$ cat src/rtl/i_cache_refill_ctrl.sv
// Refill controller for the I-cache slice: on miss/flush it stalls fetch, streams a
// CACHE_SIZE-word window from memory into the slice, then reprograms base/bound.
module i_cache_refill_ctrl #(
  parameter int CACHE_SIZE  = 256,
  parameter int OUTSTANDING = 4
) (
  input  logic        clk,
  input  logic        rst,
  input  logic [31:0] fetch_address,
  input  logic        i_cache_miss,
  input  logic        flush,
  output logic        stall,
  output logic        mem_req_valid,
  input  logic        mem_req_ready,
  output logic [31:0] mem_req_addr,
  input  logic        mem_resp_valid,
  input  logic [31:0] mem_resp_data,
  output logic        refill_enable,
  output logic [31:0] refill_address,
  output logic [31:0] refill_data,
  output logic [31:0] set_base_addr,
  output logic [31:0] set_bound_addr,
  output logic        base_addr_we,
  output logic        bound_addr_we,
  output logic [31:0] refill_count
);

  localparam int          CW        = $clog2(CACHE_SIZE) + 1;
  localparam logic [31:0] DEPTH     = 32'(CACHE_SIZE);
  localparam logic [31:0] MAX_OUT   = 32'(OUTSTANDING);
  localparam logic [31:0] WIN_BYTES = 32'(4 * CACHE_SIZE);
  localparam logic [31:0] WIN_MASK  = ~(WIN_BYTES - 32'd1);

  typedef enum logic [2:0] {IDLE, FILL, SET_BASE, SET_BOUND, SETTLE} state_t;

  state_t        state;
  logic [31:0]   win_base;
  logic [CW-1:0] req_cnt;
  logic [CW-1:0] rsp_cnt;
  logic [CW-1:0] inflight;
  logic [31:0]   req_ext;
  logic [31:0]   rsp_ext;
  logic [31:0]   inflight_ext;
  logic          in_fill;
  logic          req_fire;
  logic          rsp_take;

  assign inflight     = req_cnt - rsp_cnt;
  assign req_ext      = 32'(req_cnt);
  assign rsp_ext      = 32'(rsp_cnt);
  assign inflight_ext = 32'(inflight);
  assign in_fill      = (state == FILL);

  // Valid depends only on registered counters, so once raised it (and the address)
  // cannot drop before acceptance: inflight can only shrink while waiting.
  assign mem_req_valid = in_fill && (req_ext < DEPTH) && (inflight_ext < MAX_OUT);
  assign mem_req_addr  = in_fill ? (win_base + (req_ext << 2)) : 32'd0;
  assign req_fire      = mem_req_valid && mem_req_ready;
  assign rsp_take      = in_fill && mem_resp_valid && (inflight != '0);
  assign stall         = (state != IDLE);

  always_ff @(posedge clk) begin
    if (rst) begin
      state          <= IDLE;
      win_base       <= '0;
      req_cnt        <= '0;
      rsp_cnt        <= '0;
      refill_enable  <= 1'b0;
      refill_address <= '0;
      refill_data    <= '0;
      set_base_addr  <= '0;
      set_bound_addr <= '0;
      base_addr_we   <= 1'b0;
      bound_addr_we  <= 1'b0;
      refill_count   <= '0;
    end else begin
      refill_enable <= 1'b0;
      base_addr_we  <= 1'b0;
      bound_addr_we <= 1'b0;
      case (state)
        IDLE: begin
          if (i_cache_miss || flush) begin
            win_base <= fetch_address & WIN_MASK;
            req_cnt  <= '0;
            rsp_cnt  <= '0;
            state    <= FILL;
          end
        end
        FILL: begin
          if (req_fire) req_cnt <= req_cnt + CW'(1);
          if (rsp_take) begin
            refill_enable  <= 1'b1;
            refill_address <= rsp_ext;
            refill_data    <= mem_resp_data;
            rsp_cnt        <= rsp_cnt + CW'(1);
            // Last word: the base strobe lands alongside the final slice write.
            if (rsp_ext == DEPTH - 32'd1) begin
              state         <= SET_BASE;
              base_addr_we  <= 1'b1;
              set_base_addr <= win_base;
            end
          end
        end
        SET_BASE: begin
          bound_addr_we  <= 1'b1;
          set_bound_addr <= win_base + WIN_BYTES - 32'd1;
          state          <= SET_BOUND;
        end
        SET_BOUND: state <= SETTLE;
        SETTLE: begin
          if (refill_count != 32'hFFFF_FFFF) refill_count <= refill_count + 32'd1;
          state <= IDLE;
        end
        default: state <= IDLE;
      endcase
    end
  end

endmodule

$ cat config.mk
export PLATFORM = sky130hd
export DESIGN_NAME = i_cache_refill_ctrl
export DESIGN_NICKNAME = d
export VERILOG_FILES = /design/src/rtl/i_cache_refill_ctrl.sv
export SDC_FILE = /design/constraint.sdc
export NUM_CORES = 1
export LEC_CHECK = 0
export BUFFER_PORTS_ARGS = -buffer_cell sky130_fd_sc_hd__buf_2
export CAP_MARGIN = 10
export CORE_MARGIN = 2
export CORE_UTILIZATION = 55
export CTS_CLUSTER_SIZE = 25
export DETAILED_ROUTE_END_ITERATION = 8
export PLACE_DENSITY_LB_ADDON = 0.15
export SETUP_SLACK_MARGIN = 0.2
export SLEW_MARGIN = 20
export SYNTH_ARGS = -nofsm -noshare
export SYNTH_HDL_FRONTEND = slang
export SYNTH_SLANG_ARGS = --single-unit
$ cat constraint.sdc
create_clock -name clk -period 5.43 [get_ports clk]
set_input_delay 0.2715 -clock clk [delete_from_list [all_inputs] [get_ports clk]]
set_output_delay 0.2715 -clock clk [all_outputs]
set_load 0.005 [all_outputs]
==> results of run 1 <==
==> area by class of cell <==
class	count	area [um^2]	share of cell area, %
clock buffer	18	429	4.60
clock inverter	14	155	1.66
inverter	17	63.8	0.684
multi-input combinational	721	4010	43.0
sequential	164	3280	35.2
tap	180	225	2.41
timing repair buffer	228	1160	12.5
==> worst register-to-register path: stages, from the launching register on <==
cell and delay [ns]:
sky130_fd_sc_hd__dfxtp_1 0.38, sky130_fd_sc_hd__inv_1 0.09, sky130_fd_sc_hd__ha_1 0.38, sky130_fd_sc_hd__xor2_1 0.18, sky130_fd_sc_hd__o31ai_2 0.23, sky130_fd_sc_hd__a41oi_1 0.15
sky130_fd_sc_hd__o21ai_0 0.38, sky130_fd_sc_hd__nor4b_4 0.54, sky130_fd_sc_hd__buf_6 0.24, sky130_fd_sc_hd__buf_4 0.30, sky130_fd_sc_hd__o21ai_0 0.16, sky130_fd_sc_hd__a21oi_1 0.16
==> placed cells by master, fill, tap and decap left out, types with 12 or more instances in the layout <==
master	n
sky130_fd_sc_hd__dfxtp_1	164
sky130_fd_sc_hd__nor2_1	65
sky130_fd_sc_hd__nand4_1	13
sky130_fd_sc_hd__clkbuf_16	17
sky130_fd_sc_hd__mux2i_1	23
sky130_fd_sc_hd__ha_1	14
sky130_fd_sc_hd__o21ai_0	65
sky130_fd_sc_hd__buf_2	220
sky130_fd_sc_hd__nand2b_1	48
sky130_fd_sc_hd__nand2_1	129
sky130_fd_sc_hd__conb_1	35
sky130_fd_sc_hd__inv_1	16
sky130_fd_sc_hd__a21oi_1	112
sky130_fd_sc_hd__xor2_1	32
sky130_fd_sc_hd__or3_1	23
sky130_fd_sc_hd__and3_1	24
sky130_fd_sc_hd__nand3_1	65
sky130_fd_sc_hd__xnor2_1	12
==> cell usage after synthesis, types with 23 or more instances <==
library cell               number  share of area [%]
sky130_fd_sc_hd__buf_4         44                4.2
sky130_fd_sc_hd__and3_1        24                1.9
sky130_fd_sc_hd__o21ai_0       65                4.2
sky130_fd_sc_hd__nand3_1       65                4.2
sky130_fd_sc_hd__nor2_1        67                3.2
sky130_fd_sc_hd__clkbuf_1      48                2.3
sky130_fd_sc_hd__dfxtp_1      164                 42
sky130_fd_sc_hd__or3_1         23                1.8
sky130_fd_sc_hd__mux2i_1       23                3.0
sky130_fd_sc_hd__xor2_1        32                3.6
sky130_fd_sc_hd__nand2b_1      48                3.9
sky130_fd_sc_hd__nand2_1      129                6.2
sky130_fd_sc_hd__a21oi_1      112                7.2
==> per-stage QoR <==
stage	area, um^2	power, mW	hold WS, ns
2_1_floorplan	7920	1.47	0.407
3_3_place_gp	8740	1.54	0.440
3_5_place_dp	8740	1.54	0.445
4_1_cts	9320	2.72	0.0602
5_1_grt	9340	2.81	0.0566
6_report	9340	2.71	0.0753
==> power groups by stage <==
stage                     Combinational (mW)  Sequential (mW)  Clock [mW]
after floorplan                        0.190             1.28           0
final                                  0.258             1.26        1.19
after global placement                 0.254             1.29           0
after global routing                   0.290             1.27        1.26
after detailed placement               0.255             1.29           0
after CTS                              0.255             1.26        1.21
==> flip-flops by register name (all words and copies together) (netlist names) <==
register and flops:
refill_count 32, refill_data 32, set_bound_addr 23, set_base_addr 22, win_base 22, refill_address 9
req_cnt 9, rsp_cnt 9, state 3, base_addr_we 1, bound_addr_we 1, refill_enable 1
==> cells by family (layout without fill, tap and decap cells) <==
kind of cell | after synthesis | in the layout | share of synthesized area, %
adder cells (fa/ha/maj) | 14 | 14 | 2.25
buffers and inverters | 121 | 277 | 8.10
multiplexers | 24 | 24 | 3.10
flip-flops | 164 | 164 | 42.1
other | 1 | 35 | 0.0481
XOR/XNOR | 44 | 44 | 4.94
AO/OA/AOI/OAI | 195 | 195 | 13.3
AND/OR/NAND/NOR | 409 | 409 | 26.2
==> routing by layer <==
metal	vias up	part of all wire (%)
li1	3595	-
met1	3325	44
met2	271	46
met3	21	8.2
met4	0	1.4
met5	-	0
==> worst max-delay path by stage <==
| stage | cells past startpoint | end | slack, ns | from |
|---|---|---|---|---|
| after floorplan | 10 | req_cnt[6] | 2.65 | rsp_cnt[7] |
| after global placement | 10 | refill_data[26] | 1.95 | rsp_cnt[4] |
| after detailed placement | 10 | refill_data[22] | 1.89 | rsp_cnt[4] |
| after CTS | 10 | rsp_cnt[3] | 1.83 | rsp_cnt[4] |
| after global routing | 11 | refill_data[21] | 1.79 | rsp_cnt[4] |
| final | 11 | refill_data[22] | 2.17 | rsp_cnt[4] |
==> results.md, run 1 <==
Power:
- The internal power is 1.99 mW.
- Per report_power, the sequential group accounts for 46.5% of the total.
- Combinational logic is responsible for 9.5% of the overall power.
- In this run the power density over the cells is 291 nW/um^2.
- The worst vdd rail ir drop is 210 uV.
- The switching fraction of total power is 26.6%.
- The analysis attributes to cell leakage a power of 4.01 nW.
- Summed over all nets, the switching power comes to 723 uW.
- Of the total power, the clock network draws 44.0%.

Critical path:
- The family with the most delay on the worst path is compound AO/OA/AOI/OAI gates.
- The worst register-to-register path ends at refill_data[22].
- Counting stages on the worst path, the most repeated cell is sky130_fd_sc_hd__o21ai_0.
- At the worst endpoint, the arrival time is 3.61 ns.
- The kind of start point of the critical path is a flip-flop.
- The critical path class is flip-flop to flip-flop.
- The number of buffers and inverters on the critical path is 3.
- Data on the critical path is required at its endpoint by 5.78 ns.
- The standard cell with the maximum stage delay on the critical path is sky130_fd_sc_hd__nor4b_4.
- On the worst path, the slowest cell contributes a delay of 0.54 ns.
- Traced cell by cell, the critical path runs through inv_1 > ha_1 > xor2_1 > o31ai_2 > a41oi_1 > o21ai_0 > nor4b_4 > buf_6 > buf_4 > o21ai_0 > a21oi_1.
- The worst setup path is captured at a flip-flop.
- The setup check on the worst reg-to-reg path leaves a slack of 2.17 ns.
- In this run the worst path has a maximum fanout of 32.
- The critical register-to-register path startpoint is rsp_cnt[4].
- The number of cells traversed by the worst register-to-register path is 11.

Timing:
- The worst path meets setup with 2.17 ns of slack.
- The number of failing hold endpoints at the final stage is 0.
- The max-slew violation count was 0.
- In this run the tightest slew margin relative to its limit is 31.7%.
- Setup repair after global routing left no endpoint under its margin.
- The worst clock skew is 0.00993 ns.
- Derived from the worst setup path, the maximum achievable clock frequency is 0.307 GHz.
- The number of endpoints failing setup at the final stage is 0.
- The final worst-path cycle share is 60.1%.
- The shortest clock period the worst path allows after layout is 3.26 ns.
- The actual slew at the worst max-slew pin is 1.02 ns.
- Setup total negative slack on the finished layout was measured at 0 ns.

GRT:
- The global-route wire length before repair is 31.6 mm.
- Entering global routing, the biggest net connects 89 pins.
- The met3 usage in global routing is 7.93%.
- The global routing's busiest layer is met2.
- The number of global-route vias before repair is 6519.
- The initial antenna violation count came to 0.
- In the global route stage, met2 resource usage came out at 41.5%.
- The met1 track demand over resource is 34.8%.
- Global routing used 26.4% of the available tracks across all layers.
- The residual overflow from global routing is 0.

Layout:
- The finished layout holds 1342 standard cells, fillers aside.
- The layout has 1271 filler cells.
- The number of nets at the end of the flow is 1233.
- Relative to the synthesized area, the layout overhead comes to 19.7%.
- 0 antenna diodes ended up in the layout.
- The post-route netlist has 23.2% of its cells at a drive strength greater than 1.
- The utilization after layout is 67.3%.

Route:
- In the routed design, unresolved DRC markers number 0.
- Using the TritonRoute via totals, the vias-per-cell ratio works out to 5.37.
- The pre-antenna-repair detailed-routing pass consisted of 5 iterations.
- The number of DRC markers after the initial detailed-route iteration is 429.
- The total number of vias is 7212.
- The detailed-route wire length per cell is 14.9 um.
- The number of nets with antenna violations after detailed routing is 0.
- The final wirelength is 20.0 mm.

Placement:
- At the placement stage, the worst setup path has a slack of 1.89 ns.
- Summed over all nets, the half-perimeter wirelength after detailed placement is 13.6 mm.
- Buffers placed on the I/O ports in this run total 221.
- The congestion estimate from routability-driven global placement came to 0.874.
- The number of placed instances, taps included, is 1309.

Clock network:
- The cell at the root of the clock tree is sky130_fd_sc_hd__clkbuf_16.
- The CTS tree is built.
- The number of gates resized after CTS was 0.
- The clock transition time at the flip-flop clock pins of the worst setup and hold paths is 0.07 ns.
- The number of buffers inserted by hold repair at cts is 0.
- After clock tree synthesis, the setup repair step added 0 buffers.
- The number of H-tree branching levels is 4.
- Buffers inserted during clock tree synthesis total 17.
- CTS saw 164 sinks.
- The maximum number of buffers from clock root to sink is 2.
- The later pin in the worst-skew pair is clocked with a latency of 0.43 ns.

Logic synthesis:
- The mapped netlist covers 7800 um^2.
- The share of async-settable or async-resettable flops after synthesis is 0%.
- Synthesis handed over a netlist of 972 instances.
- The predominant post-synthesis flop cell is sky130_fd_sc_hd__dfxtp_1.
- Each instance of the synthesized netlist takes up on average 8.02 um^2.
- For this run, the number of Yosys warnings is 0.
- Counting flops and latches in the post-synthesis netlist gives 164.
- The fraction of the yosys area taken by sequential cells is 42.1%.
- The number of enable flip-flop cells after synthesis is 0.
- The number of different library cells used by synthesis comes to 53.

Floorplan:
- The initial utilization of the core area, before any placement, comes to 56.2%.
- The floorplan step defined a core boundary enclosing 13900 um^2.
- The floorplan step defined a die boundary enclosing 15100 um^2.
- The die is 123 um tall.
- The count of boundary I/O pins is 267.
- The initialized floorplan defines 43 standard-cell rows.
- The floorplan die width is 123 um.

Hold path:
- The number of stages on the worst hold path is 3.
- The destination of the worst hold path is win_base[31].
- In this run the worst hold path is classified as input pin to flip-flop.
- The startpoint identified for the worst hold timing path is fetch_address[31].

Status:
- The run finished with clean final reports.

Job:
- The number of maximum-capacitance constraint violations is 0.
No activity file was read; power rests on OpenSTA's default activity.
==> run 2, diff against run 1 <==
Settings changed: CORE_UTILIZATION 55 to 46.
Clock period 5.43 ns to 2.9 ns, I/O delays scaled along.
==> results.md, run 2 (synthesis gave the netlist of run 1 again) <==
Route:
- The DRC violations left is 0.
- Using the TritonRoute via totals, the vias-per-cell ratio works out to 5.21.
- For this block, the via count after detailed routing is 7767.
- The final wirelength is 23.4 mm.
- The number of DRC markers after the initial detailed-route iteration is 437.
- Wire segments on met2 add up to 11.3 mm in the final route.
- The detailed-route wire length per cell is 15.7 um.
- The first detailed-routing pass ran for 5 iterations.
- The detail route stage leaves a number of antenna-violating nets equal to 0.
- In the final routing, the length of wire on met1 measures 10.0 mm.
- Summed over all nets, wire length on met3 after detailed routing comes to 1.66 mm.
- The top metal layer carrying routed signals is met4.

Timing:
- Headroom to the max-slew limit came out at 32.5%.
- Across the routed clock network, the largest skew measured is 0.00702 ns.
- The number of failing hold endpoints at the final stage is 0.
- The worst path in the final design needs a cycle of 2.81 ns, including I/O delays and setup.
- The summed negative setup slack over all endpoints is 0 ns.
- Setup repair after global routing could not meet its margin everywhere.
- Derived from the worst setup path, the maximum achievable clock frequency is 0.355 GHz.
- The max-slew violation count is 0.
- The final worst-path cycle share is 97.0%.
- Setup violations remaining at the end of the flow were counted as 0.
- At the pin with the least slew margin, the transition time is 1.01 ns.

Job:
- The number of maximum-capacitance constraint violations is 0.

Layout:
- Compared with the post-synthesis result, the final layout area differs by 39.0%.
- The number of nets at the end of the flow is 1343.
- The utilization after layout is 65.4%.
- The area of all placed cells without fillers is 10800 um^2.
- Leaving out fill and tap cells, the most frequent cell in the layout is sky130_fd_sc_hd__buf_2.
- Of the cells placed in the final design, the portion with a size suffix greater than 1 is 29.3%.
- In the final layout, the registers with the most flip-flops are refill_count x32, refill_data x32, set_bound_addr x23.
- In the layout the commonest cells are sky130_fd_sc_hd__buf_2, sky130_fd_sc_hd__dfxtp_1, sky130_fd_sc_hd__nand2_1.
- The number of antenna diodes in the final layout is 0.

Critical path:
- The largest fanout of any net on the critical path is 9.
- By startpoint and endpoint, the worst setup path is classified as flip-flop to flip-flop.
- The worst setup path is launched from a flip-flop.
- The type of element capturing the critical path is a flip-flop.
- The data arrival time of the critical path is 3.08 ns.
- STA puts the critical path data required time at 3.17 ns.

Placement:
- Port buffering added 221 buffers.
- The placed instances occupy a cell area of 9040 um^2.
- Routability-driven placement finished with a final weighted congestion of 0.826.
- The HPWL after detailed placement is 14.2 mm.

Clock network:
- The clock transition time at the flip-flop clock pins of the worst setup and hold paths is 0.06 ns.
- The cell at the root of the clock tree is sky130_fd_sc_hd__clkbuf_16.
- The number of H-tree branching levels is 4.
- The maximum number of buffers from clock root to sink is 2.
- The number of clock buffers added by TritonCTS is 17.
- TritonCTS built the clock tree.
- The later pin in the worst-skew pair is clocked with a latency of 0.42 ns.
- The tree built by TritonCTS fans out to 164 sinks.

Floorplan:
- The number of placement rows is 47.
- Once the floorplan was initialized, standard cells occupied 47.0% of the core.
- Measured along the y axis, the die boundary spans 134 um.
- For this design the top-level I/O count stands at 267.
- The floorplan step defined a core boundary enclosing 16600 um^2.
- The floorplan step set the die width to 134 um.
- The floorplan step defined a die boundary enclosing 18000 um^2.

Status:
- The flow ran to the end, and the final reports show no timing, DRC or antenna violations.

GRT:
- The number of global-route vias before repair is 6713.
- The residual overflow from global routing is 0.
- The initial antenna violation count was 0.
- The global-route wire length before repair is 33.3 mm.
- The pin count of the biggest net entering global routing is 79.
- The total global routing track utilization is 22.8%.

Hold path:
- In this run the worst hold path is classified as input pin to flip-flop.

Power:
- The static leakage is 4.69 nW.
- The power density over the cells is 522 nW/um^2.
- Across the VDD grid, the largest voltage drop is 433 uV.
run 2: changes by cell type in the layout (fill, tap and decap cells not counted), sizes merged:
cell | previous run | this run
or4b | 2 | 3
dlygate4sd3 | 0 | 54
nor2 | 67 | 68
clkinvlp | 4 | 0
inv | 19 | 18
clkbuf | 18 | 26
buf | 228 | 277
bufinv | 2 | 4
run 2: final cells by class:
| type | count | area, um^2 |
|---|---|---|
| multi-input cells | 723 | 4250 |
| inverters | 17 | 63.8 |
| clock inverters | 11 | 173 |
| well taps | 220 | 275 |
| clock buffers | 21 | 480 |
| fillers | 1441 | 5750 |
| repair buffers | 336 | 2300 |
| flip-flops and latches | 164 | 3300 |
run 2: per-stage QoR:
step | hold WS (ns) | power [mW] | std cells | setup WS [ns]
detailed placement | 0.394 | 2.94 | 1374 | 0.0122
floorplan | 0.281 | 2.75 | 1006 | 0.204
finish | 0.162 | 5.66 | 1492 | 0.0860
global placement | 0.389 | 2.94 | 1374 | 0.0735
global route | 0.196 | 5.83 | 1492 | 0.0106
CTS | 0.136 | 5.46 | 1462 | 0.0811
run 2: path summary, 6_finish.rpt:
| check | startpoint | to | slack, ns | cells past startpoint |
|---|---|---|---|---|
| max | rsp_cnt[7] | refill_address[7] | 0.09 | 10 |
| max reg2reg | rsp_cnt[7] | refill_address[7] | 0.09 | 10 |
| min | mem_resp_valid | rsp_cnt[7] | 0.16 | 4 |
| min reg2reg | set_bound_addr[29] | set_bound_addr[29] | 0.45 | 2 |
run 2: where the power goes:
| part | leakage (nW) | internal [mW] | switching, mW |
|---|---|---|---|
| clock network | 0.325 | 1.54 | 0.926 |
| logic | 3.03 | 0.385 | 0.444 |
| registers | 1.33 | 2.30 | 0.0634 |
run 2: timing repair:
action | 4_1_cts | 5_1_grt
endpoints found under the hold margin | 54 | 0
setup endpoints to repair | 84 | 94
pin swaps | 4 | 23
resized for setup | 15 | 44
cloned | 1 | 12
hold buffers | 54 | 0
buffers inserted | 1 | 18
run 2: metal layers:
metal  vias to the layer above  track usage, %
met4                         0            7.13
met5                         -               0
li1                       3817               -
met2                       314            37.8
met1                      3609            29.3
met3                        27            5.52
run 2: critical path, cell delays in order, from the launching register on:
cell and delay, ns:
sky130_fd_sc_hd__dfxtp_2 0.34, sky130_fd_sc_hd__inv_2 0.05, sky130_fd_sc_hd__ha_4 0.25, sky130_fd_sc_hd__or4_4 0.49, sky130_fd_sc_hd__a21oi_2 0.15, sky130_fd_sc_hd__a31oi_1 0.06
sky130_fd_sc_hd__and3_4 0.22, sky130_fd_sc_hd__or4b_4 0.67, sky130_fd_sc_hd__clkbuf_16 0.22, sky130_fd_sc_hd__nand3_1 0.12, sky130_fd_sc_hd__a21oi_1 0.09
